File: src/rtl/trade_counter_bank_pkg.sv
// Shared constants and helpers for the trade counter bank.
package trade_counter_bank_pkg;

  localparam logic MODE_HALT = 1'b0;
  localparam logic MODE_WRAP = 1'b1;

  localparam int unsigned DEFAULT_LIMIT = 99;

  function automatic int unsigned clog2(input int unsigned value);
    int unsigned result;
    result = 0;
    while ((32'd1 << result) < value) begin
      result = result + 1;
    end
    return result;
  endfunction

endpackage

File: src/rtl/trade_counter_ch.sv
// Single trade counter channel: count, halt flag, event pulses and a per-cycle counted strobe.
module trade_counter_ch #(
  parameter int unsigned COUNT_W = 8
) (
  input  logic               slow_clk,
  input  logic               reset,
  input  logic               enable_count,
  input  logic               inc,
  input  logic               clr,
  input  logic [COUNT_W-1:0] limit,
  input  logic               wrap_mode,
  output logic [COUNT_W-1:0] count,
  output logic               halt,
  output logic               halt_pulse,
  output logic               wrap_pulse,
  output logic               counted
);
  import trade_counter_bank_pkg::*;

  logic [COUNT_W-1:0] count_q, count_d;
  logic               halt_q, halt_d;
  logic               halt_pulse_q, halt_pulse_d;
  logic               wrap_pulse_q, wrap_pulse_d;
  logic               accept;

  always_comb begin
    count_d      = count_q;
    halt_d       = halt_q;
    halt_pulse_d = 1'b0;
    wrap_pulse_d = 1'b0;
    counted      = 1'b0;
    accept       = inc & enable_count & ~halt_q;
    if (clr) begin
      count_d = '0;
      halt_d  = 1'b0;
    end else if (accept) begin
      // Equality compare only: a count above the limit rolls over silently.
      if (count_q != limit) begin
        count_d = count_q + COUNT_W'(1);
        counted = 1'b1;
      end else if (wrap_mode == MODE_WRAP) begin
        count_d      = '0;
        wrap_pulse_d = 1'b1;
        counted      = 1'b1;
      end else begin
        halt_d       = 1'b1;
        halt_pulse_d = 1'b1;
      end
    end
  end

  always_ff @(posedge slow_clk or negedge reset) begin
    if (!reset) begin
      count_q      <= '0;
      halt_q       <= 1'b0;
      halt_pulse_q <= 1'b0;
      wrap_pulse_q <= 1'b0;
    end else begin
      count_q      <= count_d;
      halt_q       <= halt_d;
      halt_pulse_q <= halt_pulse_d;
      wrap_pulse_q <= wrap_pulse_d;
    end
  end

  assign count      = count_q;
  assign halt       = halt_q;
  assign halt_pulse = halt_pulse_q;
  assign wrap_pulse = wrap_pulse_q;

endmodule

File: src/rtl/trade_counter_bank.sv
// Multi-channel trade counter bank with programmable limit and saturating aggregate total.
module trade_counter_bank #(
  parameter int unsigned NUM_CH        = 4,
  parameter int unsigned COUNT_W       = 8,
  parameter int unsigned TOTAL_W       = 12,
  parameter int unsigned DEFAULT_LIMIT = trade_counter_bank_pkg::DEFAULT_LIMIT
) (
  input  logic                      slow_clk,
  input  logic                      reset,
  input  logic                      enable_count,
  input  logic [NUM_CH-1:0]         inc,
  input  logic [NUM_CH-1:0]         clr_ch,
  input  logic                      clr_all,
  input  logic                      limit_wr,
  input  logic [COUNT_W-1:0]        limit_in,
  input  logic                      wrap_mode,
  output logic [NUM_CH*COUNT_W-1:0] trade_count,
  output logic [NUM_CH-1:0]         halt_signal,
  output logic                      any_halt,
  output logic                      all_halt,
  output logic [NUM_CH-1:0]         halt_pulse,
  output logic [NUM_CH-1:0]         wrap_pulse,
  output logic [TOTAL_W-1:0]        total_count
);
  import trade_counter_bank_pkg::*;

  localparam int unsigned PopW = clog2(NUM_CH + 1);

  logic [COUNT_W-1:0] limit_q, limit_d;
  logic [TOTAL_W-1:0] total_q, total_d;
  logic [NUM_CH-1:0]  counted;
  logic [PopW-1:0]    pop;
  logic [TOTAL_W:0]   sum;

  for (genvar i = 0; i < NUM_CH; i++) begin : g_ch
    trade_counter_ch #(
      .COUNT_W (COUNT_W)
    ) u_ch (
      .slow_clk     (slow_clk),
      .reset        (reset),
      .enable_count (enable_count),
      .inc          (inc[i]),
      .clr          (clr_ch[i] | clr_all),
      .limit        (limit_q),
      .wrap_mode    (wrap_mode),
      .count        (trade_count[i*COUNT_W +: COUNT_W]),
      .halt         (halt_signal[i]),
      .halt_pulse   (halt_pulse[i]),
      .wrap_pulse   (wrap_pulse[i]),
      .counted      (counted[i])
    );
  end

  always_comb begin
    pop = '0;
    for (int i = 0; i < NUM_CH; i++) begin
      pop = pop + PopW'(counted[i]);
    end
  end

  // One spare bit catches overflow so the total can clamp instead of wrapping.
  assign sum = {1'b0, total_q} + (TOTAL_W + 1)'(pop);

  always_comb begin
    limit_d = limit_wr ? limit_in : limit_q;
    if (clr_all) begin
      total_d = '0;
    end else if (sum[TOTAL_W]) begin
      total_d = '1;
    end else begin
      total_d = sum[TOTAL_W-1:0];
    end
  end

  always_ff @(posedge slow_clk or negedge reset) begin
    if (!reset) begin
      limit_q <= COUNT_W'(DEFAULT_LIMIT);
      total_q <= '0;
    end else begin
      limit_q <= limit_d;
      total_q <= total_d;
    end
  end

  assign total_count = total_q;
  assign any_halt    = |halt_signal;
  assign all_halt    = &halt_signal;

endmodule

File: config.mk
export PLATFORM = sky130hd
export DESIGN_NAME = trade_counter_bank
export DESIGN_NICKNAME = d
export VERILOG_FILES = /design/src/rtl/trade_counter_bank_pkg.sv /design/src/rtl/trade_counter_ch.sv /design/src/rtl/trade_counter_bank.sv
export SDC_FILE = /design/constraint.sdc
export NUM_CORES = 1
export LEC_CHECK = 0
export ABC_AREA = 1
export BUFFER_PORTS_ARGS = -buffer_cell sky130_fd_sc_hd__buf_2
export CORE_UTILIZATION = 56
export DETAILED_ROUTE_END_ITERATION = 7
export PLACE_DENSITY_LB_ADDON = 0.2
export SKIP_LAST_GASP = 1
export SLEW_MARGIN = 20
export SYNTH_ARGS = -nofsm -noshare
export SYNTH_HDL_FRONTEND = slang
export SYNTH_SLANG_ARGS = --single-unit
File: constraint.sdc
create_clock -name slow_clk -period 3.5 [get_ports slow_clk]
set_input_delay 0.7 -clock slow_clk [delete_from_list [all_inputs] [get_ports slow_clk]]
set_output_delay 0.7 -clock slow_clk [all_outputs]
set_load 0.005 [all_outputs]
* Yosys cells after proc, flatten, opt, wreduce, memory -nomap -nowiden *
Cells that the tools add are included.

operators by class
  multipliers = 0
  shifts and indexed selects = 0
  eq/ne operators = 12
  reduce and logical (&&, ||, !) cells = 18
  divide/modulo/power cells = 0
  add/subtract/negate cells = 8
  muxes and demuxes = 66
  bitwise gates (word level) = 16
  $lt $le $gt $ge = 0

operators with widths
  cell                   count
  $mux W8                13
  $mux W1                51
  $add A8 B1 Y8 const B  4
  $ne A8 B8 Y1           4
  $mux W12               2
  $ne A2 B1 Y1 const B   8
  $add A12 B3 Y13        1
  $reduce_and A3 Y1      4
  $reduce_bool A3 Y1     4
  $and A1 B1 Y1          8
  $reduce_and A2 Y1      4
  $reduce_bool A2 Y1     4
  $not A1 Y1             4
  $or A1 B1 Y1           4
  $reduce_and A4 Y1      1
  $reduce_or A4 Y1       1
  $add A2 B1 Y3          1
  $add A3 B1 Y3          1
  $add A1 B1 Y2          1

word-level totals
  ROM bits = 0
  input port bits = 22
  memory bits (writable) = 0
  memories kept = 0
  bits in registers = 64
  bits in latches = 0
  word-level logic and storage cells = 138

* Depth between registers and ports, before layout *
  depth after elaboration = 10
  mapped depth = 22
  gate-level depth less buffers = 19

* Modules after synthesis *
Synthesis repeated with hierarchy kept, for this count alone.

unflattened totals
  cell total of the unflattened synthesis = 598
  area total of the unflattened synthesis = 4415.5 sq um

by module, submodules not included
  module              sequential area each (sq um)  cells each  instances  area an instance (sq um)
  trade_counter_ch    275.3                         118         4          823.3
  trade_counter_bank  505.5                         126         1          1122.3

* Worst setup path after synthesis *
OpenSTA, ideal clock, no wires.

  kind = input to register
  start point = input clr_all
  end point = register total_q[7] (netlist: total_count[7])
  library setup time = 63 ps
  stages = 17
  path buffers = 3
  arrival = 3346 ps
  required time = 3437 ps
  setup slack = 91 ps
  cells stage by stage = buf_4 nor2_2 buf_2 nand3_1 fa_1 fa_1 inv_1 fa_1 nand3_2 nor3_4 inv_2 nor2_2 nand2_2 buf_6 nand2_1 o21ai_1 inv_1

on the way
  cells in the longest elaborated chain, start to end = 8
  elaborated cells between the ends (all ways) = 14
  those cells by class = add/sub (4); mux (6); bitwise (4)

ends and longest elaborated chain
  element               RTL line                  RTL
  start, declared       trade_counter_bank.sv:13  input logic clr_all,
  $or A1 B1 Y1          trade_counter_bank.sv:43  .clr (clr_ch[i] | clr_all),
  $mux W1               trade_counter_ch.sv:33    if (clr) begin
  $add A1 B1 Y2         trade_counter_bank.sv:57  pop = pop + PopW'(counted[i]);
  $add A2 B1 Y3         trade_counter_bank.sv:57
  $add A3 B1 Y3         trade_counter_bank.sv:57
  $add A12 B3 Y13       trade_counter_bank.sv:62  assign sum = {1'b0, total_q} + (TOTAL_W + 1)'(pop);
  $mux W12              trade_counter_bank.sv:68  end else if (sum[TOTAL_W]) begin
  $mux W12 *            trade_counter_bank.sv:66  if (clr_all) begin
  net total_d[7]        trade_counter_bank.sv:30  logic [TOTAL_W-1:0] total_q, total_d;
  end signal, assigned  trade_counter_bank.sv:81  total_q <= total_d;
  end, declared         trade_counter_bank.sv:30

The timed path passes the listed nets; every way through them passes the cells marked *.
A chain may end at the register's enable or synchronous reset.

* Final worst setup path *
  start point = register limit_q[0]
  end point = register total_q[6] (netlist: total_count[6])

on the way
  cells in the longest elaborated chain, start to end = 10
  elaborated cells between the ends (all ways) = 22
  those cells by class = add/sub (4); eq/ne (4); mux (14)

ends and longest elaborated chain
  element                 RTL line                  RTL
  start, declared         trade_counter_bank.sv:29  logic [COUNT_W-1:0] limit_q, limit_d;
  start signal, assigned  trade_counter_bank.sv:77  limit_q <= COUNT_W'(DEFAULT_LIMIT);
  start signal, assigned  trade_counter_bank.sv:80  limit_q <= limit_d;
  $ne A8 B8 Y1            trade_counter_ch.sv:38    if (count_q != limit) begin
  $mux W1                 trade_counter_ch.sv:38
  $mux W1                 trade_counter_ch.sv:36    end else if (accept) begin
  $mux W1                 trade_counter_ch.sv:33
  $add A1 B1 Y2           trade_counter_bank.sv:57
  $add A2 B1 Y3           trade_counter_bank.sv:57
  $add A3 B1 Y3 *         trade_counter_bank.sv:57
  $add A12 B3 Y13 *       trade_counter_bank.sv:62
  $mux W12 *              trade_counter_bank.sv:68
  $mux W12 *              trade_counter_bank.sv:66
  net total_d[6]          trade_counter_bank.sv:30

Marks and branches as above.

==> run metrics <==
ys async rst share=1.00; Compound-Gate Fraction of Synth Area=0.0433; CP required=3.75 ns; vias in the first global route=3438; layout cells sized above 1=0.250; GRT overflow=0; hpwl dp=7490 µm; critical path class=flip-flop to flip-flop; # diodes=0; Post-synth EDFFs=0; post-synth top area cell=dfrtp_1; Setup crit start kind=flip-flop; number of hold buffers added after CTS=0; crit-path most repeated cell=nand2_1; io pins=80; Syn Std Cell Area=4040 µm²; Port Buffers=79; DR pass1 iterations=5; worst setup margin=0.162 ns; Final #Nets=656; pin count of the biggest net entering global routing=26; final setup vio count=0; die width=87.0 µm; pre-CTS WS=0.0514 ns; DRC Markers=0; Num CTS Buffers=9; fin. max-slew vios=0; Fin. Hold Viols=0; first-pass GRT wire length=16200 µm; clock-pin transition on the worst setup and hold timing paths=0.07 ns; main flop type after synthesis=dfrtp_1; core area=6870 µm²; Avg Inst Size Synth=7.54 µm²; Mapped Nets=566; WL per Instance=14.0 µm; final period utilization=0.954; fmax=300 MHz; Via density=5.26; max cap viols=0; initial core utilization=0.588; Worst-Margin Slew=0.508 ns; CP Cell Sequence=nand2_1 -> nand2_1 -> nand2_1 -> nor2_2 -> nand3_2 -> nand3_1 -> fa_1 -> fa_2 -> inv_2 -> fa_2 -> nand3_2 -> nor3_4 -> inv_2 -> nor2_4 -> nand2_2 -> a21oi_2; Total Routing Usage GR=0.281; Lkg Pwr=2.57 nW; pwr dens=325 nW/µm²; Routed WL=10200 µm; crit-path max FO=5; Yosys cell types=35; CTS tree=built; top cell type's share of synthesized area=0.372; sequential share of the synthesized area=0.398; minimum clock period=3.34 ns; worst hold slack=0.325 ns; detailed-route via count=3811; Starting DRT DRC Count=178; die area=7560 µm²; antenna violations before repair=0; FILL cells=578; Critical Path Max Stage Delay=0.60 ns; element type at the critical path end=flip-flop; HP Class=input port to asynchronous set/reset pin; Peak VDD IR=0.188 mV; CP Data Arrival Time=3.59 ns; FF+latch count, synth=64; Post-Synth XOR/XNOR Area=0.0867; Clock Latency Late Sink=0.34 ns; die extent in y=87.0 µm; status=finished clean; Tot Pwr=1.54 mW; Clock Skews=0.0156 ns; CP max stage cell=dfstp_2; H-tree depth=3; P&R area growth vs syn=17.6%; adder-cell share of the synthesized area=0.0303; Syn. warnings=0; Sink Count=64; RD Place Congestion=0.900; largest family of logic cells by synthesized area=simple AND/OR/NAND/NOR gates; dominant cells by area after synthesis=dfrtp_1 37%, nand2_1 16%, inv_1 5.8%, nand3_1 5.3%, xnor2_1 5.2%; mux contribution to synthesized area=0.00279; Routed Antenna Nets=0; Syn Inst Count=536; Slew HR=0.662; reg-to-reg slack, setup=0.16 ns; standard-cell rows=30; CTS max path bufs=2; simple-gate share of the synthesized area=0.337; CTS Root Cell=clkbuf_8
[synth_stat cells (6+ instances only)]
library cell / count
buf_2: 6
nor2_1: 45
dfrtp_1: 60
nor3_1: 6
inv_1: 62
buf_4: 13
o21ai_0: 13
nand2_1: 174
xor2_1: 16
nand4_1: 14
xnor2_1: 24
nand3_1: 43
[state kept, by name, indices dropped and copies added, names as in the netlist]
name                  count
g_ch.u_ch.count          32
g_ch.u_ch.halt            4
g_ch.u_ch.halt_pulse      4
g_ch.u_ch.wrap_pulse      4
limit_q                   8
total_count              12
[metal layers]
layer  routed length [µm]  GRT usage
met1                 4390      0.370
met4                  197      0.115
met3                  663     0.0607
met5                    0          0
met2                 4920      0.450
[cells by family after synthesis]
group / Yosys count
buf+inv: 89
xor+xnor: 40
mux: 1
simple gates: 305
flops: 64
compound gates: 29
fa+ha+maj: 8
[area by class of cell]
type,count,area [µm²],share of cell area
clock inverters,1,5.00,0.00105
flip-flops and latches,64,1610,0.339
inverters,65,244,0.0513
clock buffers,12,155,0.0326
well taps,96,120,0.0253
repair buffers,102,568,0.120
multi-input cells,384,2050,0.431
[power breakdown]
part	leakage (nW)	total (mW)	switching, mW	internal [mW]
clock network	0.0842	0.554	0.271	0.283
logic	1.62	0.202	0.120	0.0822
registers	0.865	0.787	0.0286	0.759
[cell usage in the layout (no fill, tap or decap), types with 14 or more instances in the layout]
master,n
nand2_1,173
buf_2,79
inv_1,61
dfrtp_1,56
nand3_1,43
nor2_1,43
xnor2_1,24
buf_4,23
xor2_1,16
nand4_1,14
[path summary, 6_finish.rpt]
check                                              start                                 to  depth (start not counted)
min in group slow_clk      g_ch[1].u_ch.halt$_DFFE_PN0P_      g_ch[1].u_ch.halt$_DFFE_PN0P_                          2
max in group asynchronous                          reset             limit_q[1]$_DFFE_PN1P_                          2
min reg2reg                g_ch[1].u_ch.halt$_DFFE_PN0P_      g_ch[1].u_ch.halt$_DFFE_PN0P_                          2
min                                                reset  g_ch[3].u_ch.count[6]$_DFFE_PN0P_                          1
max                               limit_q[0]$_DFFE_PN1P_           total_count[6]$_DFF_PN0_                         16
max reg2reg                       limit_q[0]$_DFFE_PN1P_           total_count[6]$_DFF_PN0_                         16
[through the flow]
| step | cells | area (µm²) | setup TNS (ns) | utilization |
|---|---|---|---|---|
| detailed placement | 701 | 4490 | 0 | 0.654 |
| global placement | 701 | 4490 | 0 | 0.654 |
| CTS | 714 | 4650 | 0 | 0.677 |
| floorplan | 536 | 4040 | 0 | - |
| global route | 724 | 4750 | -0.0475 | 0.692 |
| finish | 724 | 4750 | 0 | 0.692 |
[worst max-delay path, delay by kind of cell (launching register included)]
kind,cells,cell delay [ns]
AND/OR/NAND/NOR,10,1.25
adder cells (fa/ha/maj),3,1.08
flip-flops,1,0.60
buffers and inverters,2,0.17
AO/OA/AOI/OAI,1,0.16
[repair_timing]
| item | CTS | global route |
|---|---|---|
| gates resized for setup | 0 | 14 |
| buffers inserted | 0 | 9 |
| setup endpoints to repair | 0 | 12 |
No activity file was read; power rests on OpenSTA's default activity.
